--- src/rtl/branch_redirect_ctrl.sv ---
// branch_redirect_ctrl
//   EX-stage resolution of conditional branches, JAL and JALR. A taken control
//   transfer produces a registered redirect request to fetch. The request is
//   held under a valid/ack handshake. The wrong-path IF/ID and ID/EX slots are
//   flushed, and saturating counts of resolved and taken transfers are kept.
//
// Ports
//   clk, rst                      clock, synchronous active-high reset
//   ex_valid                      EX slot holds a real instruction
//   ex_branch/ex_jal/ex_jalr      decode of EX instruction (jalr > jal > branch)
//   cmp_taken                     comparator decision for conditional branches
//   ex_pc, ex_imm, ex_rs1         target operands
//   stall                         pipeline hold
//   redirect_ack                  fetch accepted redirect_pc
//   redirect_valid, redirect_pc   redirect request to fetch
//   flush_if_id, flush_id_ex      squash wrong-path pipeline registers
//   misalign_exc                  one-cycle pulse, target bit1 was set
//   branch_cnt, taken_cnt         saturating statistics
//
// state    | meaning
// ---------+--------------------------------------------------------------
// S_IDLE   | resolving EX control transfers
// S_REDIR  | redirect_valid held until fetch acks
// S_FLUSH  | post-ack flush cycles, counted down on non-stall cycles
module branch_redirect_ctrl #(
    parameter int                XLEN         = 32,
    parameter int                FLUSH_CYCLES = 2,
    parameter logic [XLEN-1:0]   TRAP_VEC     = XLEN'(32'h0000_0004),
    parameter int                CNT_W        = 16
) (
    input  logic             clk,
    input  logic             rst,
    input  logic             ex_valid,
    input  logic             ex_branch,
    input  logic             ex_jal,
    input  logic             ex_jalr,
    input  logic             cmp_taken,
    input  logic [XLEN-1:0]  ex_pc,
    input  logic [XLEN-1:0]  ex_imm,
    input  logic [XLEN-1:0]  ex_rs1,
    input  logic             stall,
    input  logic             redirect_ack,
    output logic             redirect_valid,
    output logic [XLEN-1:0]  redirect_pc,
    output logic             flush_if_id,
    output logic             flush_id_ex,
    output logic             misalign_exc,
    output logic [CNT_W-1:0] branch_cnt,
    output logic [CNT_W-1:0] taken_cnt
);

    localparam int FCW = (FLUSH_CYCLES > 1) ? $clog2(FLUSH_CYCLES) : 1;
    localparam logic [CNT_W-1:0] CNT_MAX = {CNT_W{1'b1}};

    typedef enum logic [1:0] {
        S_IDLE  = 2'd0,
        S_REDIR = 2'd1,
        S_FLUSH = 2'd2
    } state_t;

    state_t          state;
    logic [FCW-1:0]  flush_cnt;
    logic            flush_q;

    logic            resolve;
    logic            take;
    logic [XLEN-1:0] sum_base;
    logic [XLEN-1:0] sum;
    logic [XLEN-1:0] target;
    logic            target_mis;

    assign resolve = ex_valid & ~stall & (state == S_IDLE)
                   & (ex_branch | ex_jal | ex_jalr);
    assign take    = resolve & (ex_jal | ex_jalr | (ex_branch & cmp_taken));

    // JALR uses rs1 as its base and clears bit0; JAL and branches are PC-relative.
    assign sum_base   = ex_jalr ? ex_rs1 : ex_pc;
    assign sum        = sum_base + ex_imm;
    assign target     = ex_jalr ? {sum[XLEN-1:1], 1'b0} : sum;
    assign target_mis = target[1];

    assign flush_if_id = flush_q;
    assign flush_id_ex = flush_q;

    always_ff @(posedge clk) begin
        if (rst) begin
            state          <= S_IDLE;
            flush_cnt      <= '0;
            flush_q        <= 1'b0;
            redirect_valid <= 1'b0;
            redirect_pc    <= '0;
            misalign_exc   <= 1'b0;
            branch_cnt     <= '0;
            taken_cnt      <= '0;
        end else begin
            misalign_exc <= 1'b0;

            if (resolve && branch_cnt != CNT_MAX)
                branch_cnt <= branch_cnt + 1'b1;
            if (take && taken_cnt != CNT_MAX)
                taken_cnt <= taken_cnt + 1'b1;

            case (state)
                S_IDLE: begin
                    if (take) begin
                        state          <= S_REDIR;
                        redirect_valid <= 1'b1;
                        flush_q        <= 1'b1;
                        redirect_pc    <= target_mis ? TRAP_VEC : target;
                        misalign_exc   <= target_mis;
                    end
                end
                S_REDIR: begin
                    if (redirect_ack) begin
                        redirect_valid <= 1'b0;
                        if (FLUSH_CYCLES == 1) begin
                            state   <= S_IDLE;
                            flush_q <= 1'b0;
                        end else begin
                            state     <= S_FLUSH;
                            flush_cnt <= FCW'(FLUSH_CYCLES - 1);
                        end
                    end
                end
                S_FLUSH: begin
                    // flush_cnt is the number of flush cycles left, this one included.
                    if (!stall) begin
                        if (flush_cnt <= FCW'(1)) begin
                            state     <= S_IDLE;
                            flush_q   <= 1'b0;
                            flush_cnt <= '0;
                        end else begin
                            flush_cnt <= flush_cnt - 1'b1;
                        end
                    end
                end
                default: begin
                    state          <= S_IDLE;
                    flush_q        <= 1'b0;
                    redirect_valid <= 1'b0;
                end
            endcase
        end
    end

endmodule

--- config.mk ---
export PLATFORM = sky130hd
export DESIGN_NAME = branch_redirect_ctrl
export DESIGN_NICKNAME = d
export VERILOG_FILES = /design/src/rtl/branch_redirect_ctrl.sv
export SDC_FILE = /design/constraint.sdc
export NUM_CORES = 1
export LEC_CHECK = 0
export BUFFER_PORTS_ARGS = -buffer_cell sky130_fd_sc_hd__buf_2
export CELL_PAD_IN_SITES_DETAIL_PLACEMENT = 0
export CELL_PAD_IN_SITES_GLOBAL_PLACEMENT = 1
export CORE_MARGIN = 2
export CORE_UTILIZATION = 39
export DETAILED_ROUTE_END_ITERATION = 16
export GPL_TIMING_DRIVEN = 1
export PLACE_DENSITY = 0.94
export SLEW_MARGIN = 20
export SYNTH_ARGS = -nofsm -noshare
export SYNTH_HDL_FRONTEND = slang
export SYNTH_SLANG_ARGS = --single-unit
export TNS_END_PERCENT = 30
--- constraint.sdc ---
create_clock -name clk -period 10.25 [get_ports clk]
set_input_delay 1.5375 -clock clk [delete_from_list [all_inputs] [get_ports clk]]
set_output_delay 1.5375 -clock clk [all_outputs]
set_load 0.05 [all_outputs]
Word level (Yosys, flattened, before mapping)
Cells that the tools add are included.

cells by class
  bitwise operators = 14
  $lt $le $gt $ge = 1
  equal/unequal tests = 8
  reduce and logical (&&, ||, !) cells = 10
  div/mod/pow operators = 0
  $mul = 0
  shift-type cells = 0
  $add $sub $neg = 4
  mux-type cells = 18

operators by type and width
  operator               count
  $mux 32                2
  $add 16x1->16 const B  2
  $add 32x32->32         1
  $ne 16x16->1 const B   2
  $mux 1                 8
  $mux 2                 4
  $ne 2x2->1 const B     4
  $reduce_and 4->1       2
  $pmux 1 s3             2
  $pmux 2 s3             1
  $reduce_and 3->1       2
  $and 1x1->1            5
  $not 1->1              5
  $or 1x1->1             4
  $reduce_or 3->1        1
  $eq 2x1->1 const B     1
  $eq 2x2->1 const B     1
  $logic_and 1x1->1      2
  $logic_not 2->1        1
  $pmux 1 s2             1
  $reduce_and 2->1       1
  $reduce_bool 2->1      1
  $le 1x1->1 const B     1
  $sub 1x1->1 const B    1

word-level totals
  output and inout port bits = 68
  memories kept = 0
  RAM bits = 0
  latch bits = 0
  input port bits = 105
  logic and storage cells = 63
  register bits = 70
  memory bits (read-only) = 0

Depth between registers and ports, before layout
Gate-level depths: netlist (run 1).

  depth after elaboration = 7
  depth in mapped cells = 13
  mapped depth without buffers = 11

Least setup slack after synthesis (run 1)
Ideal clock, no wire load.

  kind = input to register
  start = input ex_jalr
  end = register redirect_pc[30]
  buffers on the path = 2
  setup slack = 5,755 ps
  setup time = 117 ps
  data required time = 10,133 ps
  cell stages on the path = 13
  data arrival time = 4,378 ps
  cell sequence = clkbuf_1 -> buf_1 -> mux2_2 -> ha_1 -> inv_1 -> fa_1 -> nor2b_1 -> o2111ai_2 -> a21oi_1 -> a21boi_2 -> nor3_1 -> or4_1 -> a32o_1

between the ends
  cells in the longest elaborated chain, start to end = 4
  elaborated cells on any way between the ends = 9
  classes of those cells = add/sub (1); mux (2); bitwise (5); reduce/logical (1)

ends and longest elaborated chain
  item                                                                    line  source
  start: declaration                                                      36    input logic ex_jalr,
  parallel branches: the longest is 4 deep, another holds $add 32x32->32  --
  end signal: assignment                                                  109   redirect_pc <= target_mis ? TRAP_VEC : target;
  end: declaration                                                        44    output logic [XLEN-1:0] redirect_pc,

Parallel ways; which one is timed is not known.
A chain may end at the register's enable or synchronous reset.

Worst setup path after layout (run 1)
  start = input ex_jalr
  end = register redirect_pc[26]

The elaborated chain is that of the path after synthesis.

==> results of run 1 <==
-- worst paths after layout --
| kind | end | depth (start not counted) |
|---|---|---|
| setup reg to reg | taken_cnt[10] | 7 |
| setup / recovery | redirect_pc[26] | 12 |
| hold / removal | redirect_pc[29] | 2 |
| hold reg to reg | redirect_pc[29] | 2 |
-- cells by family after synthesis --
family	Yosys count	synth area share, %
xor+xnor	48	8.814
buf+inv	36	3.384
flops	68	28.54
mux	34	7.922
compound gates	153	20.91
simple gates	208	21.28
fa+ha+maj	34	9.077
other cells	1	0.07862
-- layer usage --
layer	vias up	part of all wire, %	GRT usage [%]
met5	-	0	0
met4	0	1.9	6.748
met3	23	6.6	4.182
met2	206	49	36.88
met1	2299	43	24.16
li1	2428	-	-
-- state kept, by name (all words and copies together) (netlist names) --
signal,count
redirect_pc,31
flush_id_ex,1
misalign_exc,1
state,2
branch_cnt,16
taken_cnt,16
redirect_valid,1
-- tightest hold or removal path: cells and delay by family (launching register included) --
family          cells  cell delay (ns)
compound gates      1             0.05
flops               1             0.32
simple gates        1             0.05
-- cell usage after synthesis, drive strengths merged (9+ instances only) --
master  instances  share of area [%]
a21o            9                1.4
a21oi          45                4.8
buf            11                1.4
clkbuf         12               0.94
dfxtp          68                 29
ha             33                8.7
inv            13                1.0
mux2           30                7.1
nand2          65                5.2
nand3          17                1.8
nand4          14                1.8
nor2           59                4.6
nor3           12                1.3
o21ai          44                4.6
xnor2          14                2.6
xor2           34                6.2
-- stage by stage --
stage / std cells / instance area, µm² / util (%)
after floorplan: 582 / 4770 / -
after global placement: 877 / 5700 / 47.66
after detailed placement: 877 / 5708 / 47.72
after CTS: 893 / 6001 / 50.17
after global routing: 893 / 6001 / 50.17
final: 893 / 6001 / 50.17
-- placed cells by master, fill, tap and decap left out, drive strengths merged, types with 14 or more instances in the layout --
cell type and instances:
inv 14, a21oi 45, nand2 65, buf 171, xnor2 14, ha 33, xor2 34, o21ai 44
nor2 59, dfxtp 68, nand3 17, nand4 14, mux2 30
-- power by group through the flow --
stage	Combinational, mW	Clock [mW]	Sequential, mW
after global placement	0.237	0	0.285
after floorplan	0.149	0	0.314
after global routing	0.269	0.327	0.281
final	0.244	0.309	0.280
after CTS	0.243	0.316	0.280
after detailed placement	0.241	0	0.285
-- layout make-up --
class | instances | area share, %
Clock inverter | 6 | 1.063
Timing Repair Buffer | 171 | 14.26
Sequential cell | 68 | 22.69
Clock buffer | 10 | 3.816
Inverter | 13 | 0.8132
Tap cell | 147 | 3.065
Multi-Input combinational cell | 478 | 54.30
==> flow_metrics.py, run 1 <==
metrics = {
    "cells_and_area": {
        "drive_gt1_share_pct": 30.56,
        "multi_input_area_um2": 3258,
        "nets": 880,
        "seqCellArea_um2": 1361,
        "layout-area-overhead-vs-synth_pct": 25.81,
        "num_antenna_cells": 0,
        "nFillCells": 1170,
    },
    "clock_tree": {
        "clock_latency_ns": 0.33,
        "clk_pin_slew_ns": 0.06,
        "numCtsBuffers": 9,
        "cts_root_buf": "clkbuf_16",
        "cts_tree": "done",
        "post-cts-setup-buffers": 0,
        "cts.sinks": 68,
        "cts.repair.resized": 0,
        "clockBufferDepth": 2,
        "htreeDepth": 3,
        "hold_buffers": 0,
    },
    "worst_setup_path": {
        "path_buf_inv": 2,
        "cp_slowest_cell": "buf_2",
        "path_max_fanout": 35,
        "crit_type": "in -> reg",
        "startpoint": "ex_jalr",
        "startpoint_type": "input pin",
        "worstReg2RegStart": "state[0]",
        "critPathTopFamily": "compound AO/OA/AOI/OAI gates",
        "ff2ff_setup_slack_ns": 7.87,
        "path_cells": "buf_2, mux2_2, ha_1, inv_1, fa_1, nor2b_1, o2111ai_2, a21oi_1, a21boi_2, a2111oi_0, o21ai_0, a32o_1",
        "slowest_delay_ns": 0.60,
        "arrival_ns": 4.76,
        "worst_ep_required_time_ns": 10.47,
        "cp-end-kind": "register",
    },
    "detailed_routing": {
        "drc": 0,
        "viasPerCell": 5.550,
        "first_pass_iters": 5,
        "num_vias": 4956,
        "drt_wl_total_mm": 13.52,
        "drt_iter0_drc": 308,
        "drtAntennaViolNets": 0,
        "wl_per_cell_um": 15.14,
    },
    "sta": {
        "fin_tns_setup_ns": 0,
        "skew_ns": 0.008155,
        "hold_viol_final": 0,
        "finalWorstSetupSlack_ns": 5.711,
        "timing.hold.ws_ns": 0.4476,
        "finalCritPeriodShare_pct": 44.28,
        "fmax_mhz": 220.3,
        "setup_viol_count_final": 0,
        "drv_slew": 0,
        "relSlewSlack_pct": 39.91,
        "grt_setup_unrepaired": "no",
        "worst_slew_pin_slew_ns": 0.9014,
        "period_needed_ns": 4.539,
    },
    "power_and_ir_drop": {
        "p_leak_nw": 2.717,
        "p_seq_share_pct": 33.6,
        "powerDensity_nw_per_um2": 138.8,
        "power_uw": 832.6,
        "power.internal_uw": 554.3,
        "clkPwrFrac_pct": 37.1,
        "pwr-share-comb_pct": 29.3,
        "ir_drop_mv": 0.06836,
        "p_sw_uw": 278.3,
        "p_sw_share_pct": 33.42,
    },
    "yosys": {
        "yosysWarningCount": 0,
        "synth.distinct_cells": 61,
        "avgSynthCellArea_um2": 8.195,
        "syn_inst": 582,
        "synth-async-reset-ratio_pct": 0,
        "ys_seq_area_share_pct": 28.54,
        "yosys_register_bits": 68,
        "synth-main-ff-cell": "dfxtp_1",
        "netlist_area_um2": 4770,
        "synthesis.nets": 721,
        "synth_edf_count": 0,
    },
    "global_route": {
        "grt_pass1_vias": 4759,
        "grt_pass1_wl_mm": 21.87,
        "grtUsageTotal_pct": 20.49,
        "grt_antenna_before_repair": 0,
        "grt_max_degree": 49,
        "overflow": 0,
    },
    "min_path": {
        "hold_start": "redirect_pc[29]",
        "hold_class": "reg -> reg",
    },
    "place": {
        "io_buffers": 171,
        "place.gp.congestion": 0.8773,
        "pre_cts_slack_ns": 5.394,
        "hpwl_mm": 10.54,
    },
    "floorplanning": {
        "fp.dieArea_um2": 13130,
        "row_count": 40,
        "die_y_um": 114.6,
        "start_util_pct": 39.87,
        "core_um2": 11960,
        "die_w_um": 114.6,
        "ios": 173,
    },
    "outcome": {
        "status": "completed",
    },
    "job": {
        "maxCapViolCount": 0,
    },
}
Note: power is estimated with default switching activity, not from simulation.
==> run 2: changes to the inputs <==
- CORE_UTILIZATION: 39 -> 33
- PLACE_DENSITY: 0.94 -> 0.85
- clock period: 10.25 -> 4 ns (I/O delays scaled with it)
==> flow_metrics.py, run 2 (same netlist as run 1, synthesis figures left out) <==
metrics = {
    "outcome": {
        "status": "completed",
    },
    "sta": {
        "hold_viol_final": 0,
        "setup_viol_count_final": 0,
        "finalCritPeriodShare_pct": 85.18,
        "period_needed_ns": 3.407,
        "worst_slew_pin_slew_ns": 0.8483,
        "grt_setup_unrepaired": "no",
        "skew_ns": 0.004042,
        "drv_slew": 0,
        "relSlewSlack_pct": 43.01,
        "fmax_mhz": 293.5,
        "fin_tns_setup_ns": 0,
    },
    "power_and_ir_drop": {
        "p_sw_share_pct": 31.28,
        "ir_drop_mv": 0.1990,
        "pwr-share-comb_pct": 27.7,
        "p_seq_share_pct": 31.8,
        "p_sw_uw": 704.5,
        "clkPwrFrac_pct": 40.5,
        "p_leak_nw": 2.768,
        "powerDensity_nw_per_um2": 368.1,
        "power.internal_mw": 1.548,
    },
    "detailed_routing": {
        "num_vias": 4748,
        "first_pass_iters": 4,
        "wl_per_cell_um": 14.48,
        "drtAntennaViolNets": 0,
        "drc": 0,
        "drt_iter0_drc": 225,
        "drt_wl_total_mm": 13.49,
        "viasPerCell": 5.094,
    },
    "cells_and_area": {
        "num_antenna_cells": 0,
        "layout-area-overhead-vs-synth_pct": 28.31,
        "final_common_cell": "buf_2",
        "largest_register": "redirect_pc",
        "drive_gt1_share_pct": 30.98,
        "nets": 886,
        "largest_reg_flops": 31,
        "reg_top3": "redirect_pc x31, branch_cnt x16, taken_cnt x16",
        "layout_common_cells": "buf_2 (171), dfxtp_1 (68), nand2_1 (64)",
        "fin_cells": 932,
    },
    "global_route": {
        "grt_max_degree": 29,
        "grt_pass1_vias": 4448,
        "grt_pass1_wl_mm": 21.47,
        "grt_antenna_before_repair": 0,
        "grt-busiest-layer": "met2",
        "grtUsageTotal_pct": 16.87,
        "overflow": 0,
        "globalRouteMet3Util_pct": 2.883,
        "met1_usage_pct": 22.21,
        "grt_use_met2_pct": 27.39,
    },
    "floorplanning": {
        "start_util_pct": 34.10,
        "die_y_um": 124.2,
        "row_count": 43,
        "core_um2": 13990,
        "fp.dieArea_um2": 15430,
        "ios": 173,
        "die_w_um": 124.2,
    },
    "clock_tree": {
        "clockBufferDepth": 2,
        "htreeDepth": 3,
        "cts.repair.resized": 0,
        "cts.sinks": 68,
        "numCtsBuffers": 9,
        "cts_tree": "done",
        "post-cts-setup-buffers": 0,
        "hold_buffers": 0,
        "clock_latency_ns": 0.34,
        "clk_pin_slew_ns": 0.06,
        "cts_root_buf": "clkbuf_16",
    },
    "worst_setup_path": {
        "arrival_ns": 3.64,
        "worst_ep_required_time_ns": 4.23,
        "startpoint_type": "input pin",
        "path_max_fanout": 16,
        "cp-end-kind": "register",
        "crit_type": "in -> reg",
    },
    "place": {
        "dp_cells": 916,
        "hpwl_mm": 10.58,
        "place.gp.congestion": 0.8109,
        "io_buffers": 171,
    },
    "job": {
        "maxCapViolCount": 0,
    },
    "min_path": {
        "hold_class": "reg -> reg",
    },
}
## run 2: final cells by class
cell class | count | area, µm²
Fill cell | 1447 | 7869
Multi-Input combinational cell | 478 | 3251
Sequential cell | 68 | 1361
Timing Repair Buffer | 177 | 900.9
Clock buffer | 11 | 232.7
Tap cell | 180 | 225.2
Clock inverter | 5 | 100.1
Inverter | 13 | 48.80
## run 2: power by group through the flow
stage	combinational (mW)	sequential, mW	clock (mW)
floorplan	0.381	0.805	0
global placement	0.624	0.731	0
detailed placement	0.623	0.731	0
CTS	0.626	0.717	0.931
global route	0.689	0.719	0.958
finish	0.624	0.716	0.912
## run 2: metrics by stage
stage	setup slack, ns	instance area [µm²]	total power, mW	hold slack (ns)	util, %
2_1_floorplan	0.4425	4770	1.186	0.5067	-
5_1_grt	0.3328	6120	2.366	0.4658	43.75
4_1_cts	0.5820	6120	2.274	0.4484	43.75
3_3_place_gp	0.2389	5787	1.355	0.4330	41.37
6_report	0.5926	6120	2.252	0.4474	43.75
3_5_place_dp	0.2276	5787	1.354	0.4386	41.37
## run 2: path summary, 6_finish.rpt
| path | from | endpoint | slack [ns] | cells after the start |
|---|---|---|---|---|
| setup / recovery | ex_jalr | redirect_pc[31] | 0.59 | 11 |
| hold / removal | redirect_pc[20] | redirect_pc[20] | 0.45 | 2 |
| setup reg to reg | state[0] | taken_cnt[10] | 1.76 | 7 |
| hold reg to reg | redirect_pc[20] | redirect_pc[20] | 0.45 | 2 |
## run 2: metal layers
| metal | share of wire [%] | wire length (µm) |
|---|---|---|
| met3 | 4.9 | 666 |
| met1 | 48 | 6412 |
| met4 | 2.0 | 272 |
| met2 | 46 | 6142 |
| met5 | 0 | 0 |
## run 2: critical path, cell delays in order
cell,delay (ns)
buf_2,0.35
buf_4,0.28
mux2_2,0.36
ha_1,0.36
a21oi_1,0.28
o21ai_0,0.19
a311oi_1,0.50
o31ai_1,0.14
a222oi_1,0.34
o31a_1,0.19
a21oi_1,0.05
==> run 3: changes to the inputs <==
- CELL_PAD_IN_SITES_DETAIL_PLACEMENT: 0 -> unset
- CELL_PAD_IN_SITES_GLOBAL_PLACEMENT: 1 -> unset
- CORE_UTILIZATION: 33 -> 46
==> flow_metrics.py, run 3 (same netlist as run 1, synthesis figures left out) <==
metrics = {
    "outcome": {
        "status": "completed",
    },
    "detailed_routing": {
        "drt_wl_total_mm": 12.78,
        "viasPerCell": 5.450,
        "wl_per_cell_um": 14.44,
        "drtAntennaViolNets": 0,
        "drt_iter0_drc": 190,
        "first_pass_iters": 7,
        "drc": 0,
        "num_vias": 4823,
    },
    "clock_tree": {
        "clk_pin_slew_ns": 0.07,
        "clock_latency_ns": 0.35,
        "cts_root_buf": "clkbuf_8",
        "hold_buffers": 0,
        "cts.sinks": 68,
        "clockBufferDepth": 2,
        "numCtsBuffers": 9,
        "cts_tree": "done",
        "cts.repair.resized": 0,
        "post-cts-setup-buffers": 0,
        "htreeDepth": 3,
    },
    "power_and_ir_drop": {
        "power.internal_mw": 1.370,
        "p_leak_nw": 2.713,
        "p_sw_share_pct": 33.15,
        "pwr-share-comb_pct": 30.4,
        "p_sw_uw": 679.3,
        "powerDensity_nw_per_um2": 343.9,
        "ir_drop_mv": 0.1746,
        "clkPwrFrac_pct": 34.7,
        "p_seq_share_pct": 34.9,
    },
    "place": {
        "hpwl_mm": 9.908,
        "io_buffers": 171,
        "place.gp.congestion": 0.9193,
        "dp_cells": 869,
    },
    "sta": {
        "hold_viol_final": 0,
        "setup_viol_count_final": 0,
        "period_needed_ns": 3.451,
        "drv_slew": 0,
        "fin_tns_setup_ns": 0,
        "finalCritPeriodShare_pct": 86.26,
        "worst_slew_pin_slew_ns": 0.8647,
        "relSlewSlack_pct": 42.35,
        "fmax_mhz": 289.8,
        "grt_setup_unrepaired": "no",
        "skew_ns": 0.01297,
    },
    "worst_setup_path": {
        "crit_top_cell": "o21ai_0",
        "cp_slowest_cell": "a311oi_1",
        "path_buf_inv": 2,
        "path_cells": "buf_2, buf_4, mux2_2, ha_1, a21oi_1, o21ai_0, a311oi_1, nor3_1, o21ai_0, nand3_1, a32o_1",
        "worstReg2RegStart": "state[0]",
        "path_max_fanout": 20,
        "slowest_delay_ns": 0.42,
        "worst_ep_required_time_ns": 4.24,
        "startpoint": "ex_jalr",
        "startpoint_type": "input pin",
        "arrival_ns": 3.69,
        "critPathTopFamily": "compound AO/OA/AOI/OAI gates",
        "cp-end-kind": "register",
        "crit_type": "in -> reg",
    },
    "cells_and_area": {
        "largest_reg_flops": 31,
        "reg_top3": "redirect_pc x31, branch_cnt x16, taken_cnt x16",
        "layout_common_cells": "buf_2 (171), dfxtp_1 (68), nand2_1 (64)",
        "fin_cells": 885,
        "layout-area-overhead-vs-synth_pct": 24.92,
        "drive_gt1_share_pct": 30.97,
        "nets": 883,
        "num_antenna_cells": 0,
        "final_common_cell": "buf_2",
        "largest_register": "redirect_pc",
    },
    "floorplanning": {
        "start_util_pct": 46.83,
        "row_count": 37,
        "fp.dieArea_um2": 11200,
        "die_y_um": 105.8,
        "core_um2": 10180,
        "die_w_um": 105.8,
        "ios": 173,
    },
    "min_path": {
        "hold_class": "reg -> reg",
        "hold_start": "redirect_pc[19]",
    },
    "global_route": {
        "grt_pass1_vias": 4595,
        "grt_pass1_wl_mm": 20.95,
        "grt_antenna_before_repair": 0,
        "grtUsageTotal_pct": 22.65,
        "grt_max_degree": 49,
        "overflow": 0,
    },
    "job": {
        "maxCapViolCount": 0,
    },
}
run 3: worst paths after layout:
check                                        to  slack [ns]  depth (start not counted)
worst max register to register     taken_cnt[9]        1.73                          6
worst max-delay path            redirect_pc[28]        0.55                         11
worst min-delay path            redirect_pc[19]        0.45                          2
worst min register to register  redirect_pc[19]        0.45                          2
run 3: worst register-to-register path: cells and delay by family (launching register included):
family,cells,cell delay [ns]
compound gates,2,0.60
simple gates,4,1.21
flops,1,0.37
run 3: per-stage QoR:
stage	utilization [%]	worst slack, ns	hold WS [ns]	cell area [µm²]	power [mW]
floorplan	-	0.4425	0.5067	4770	1.186
global placement	56.06	0.3230	0.4297	5709	1.338
detailed placement	56.06	0.2695	0.4391	5709	1.346
CTS	58.50	0.6535	0.4577	5958	2.057
global route	58.50	0.3718	0.4921	5958	2.154
finish	58.50	0.5495	0.4534	5958	2.049
run 3: area by class of cell:
cell class	instances	area, µm²
Timing Repair Buffer	174	878.3
Multi-Input combinational cell	478	3251
Tap cell	136	170.2
Clock buffer	10	137.6
Sequential cell	68	1361
Fill cell	933	4227
Clock inverter	6	111.4
Inverter	13	48.80
run 3: metal layers:
layer | up-vias | share of wire (%) | global-route usage [%]
li1 | 2433 | - | -
met1 | 2173 | 44 | 28.29
met2 | 197 | 48 | 39.26
met3 | 20 | 6.4 | 4.082
met4 | 0 | 1.7 | 7.519
met5 | - | 0 | 0
run 3: power by group through the flow:
stage / sequential [mW] / clock (mW) / combinational (mW)
after floorplan: 0.805 / 0 / 0.381
after global placement: 0.730 / 0 / 0.608
after detailed placement: 0.731 / 0 / 0.615
after CTS: 0.715 / 0.723 / 0.619
after global routing: 0.718 / 0.750 / 0.686
final: 0.715 / 0.712 / 0.622
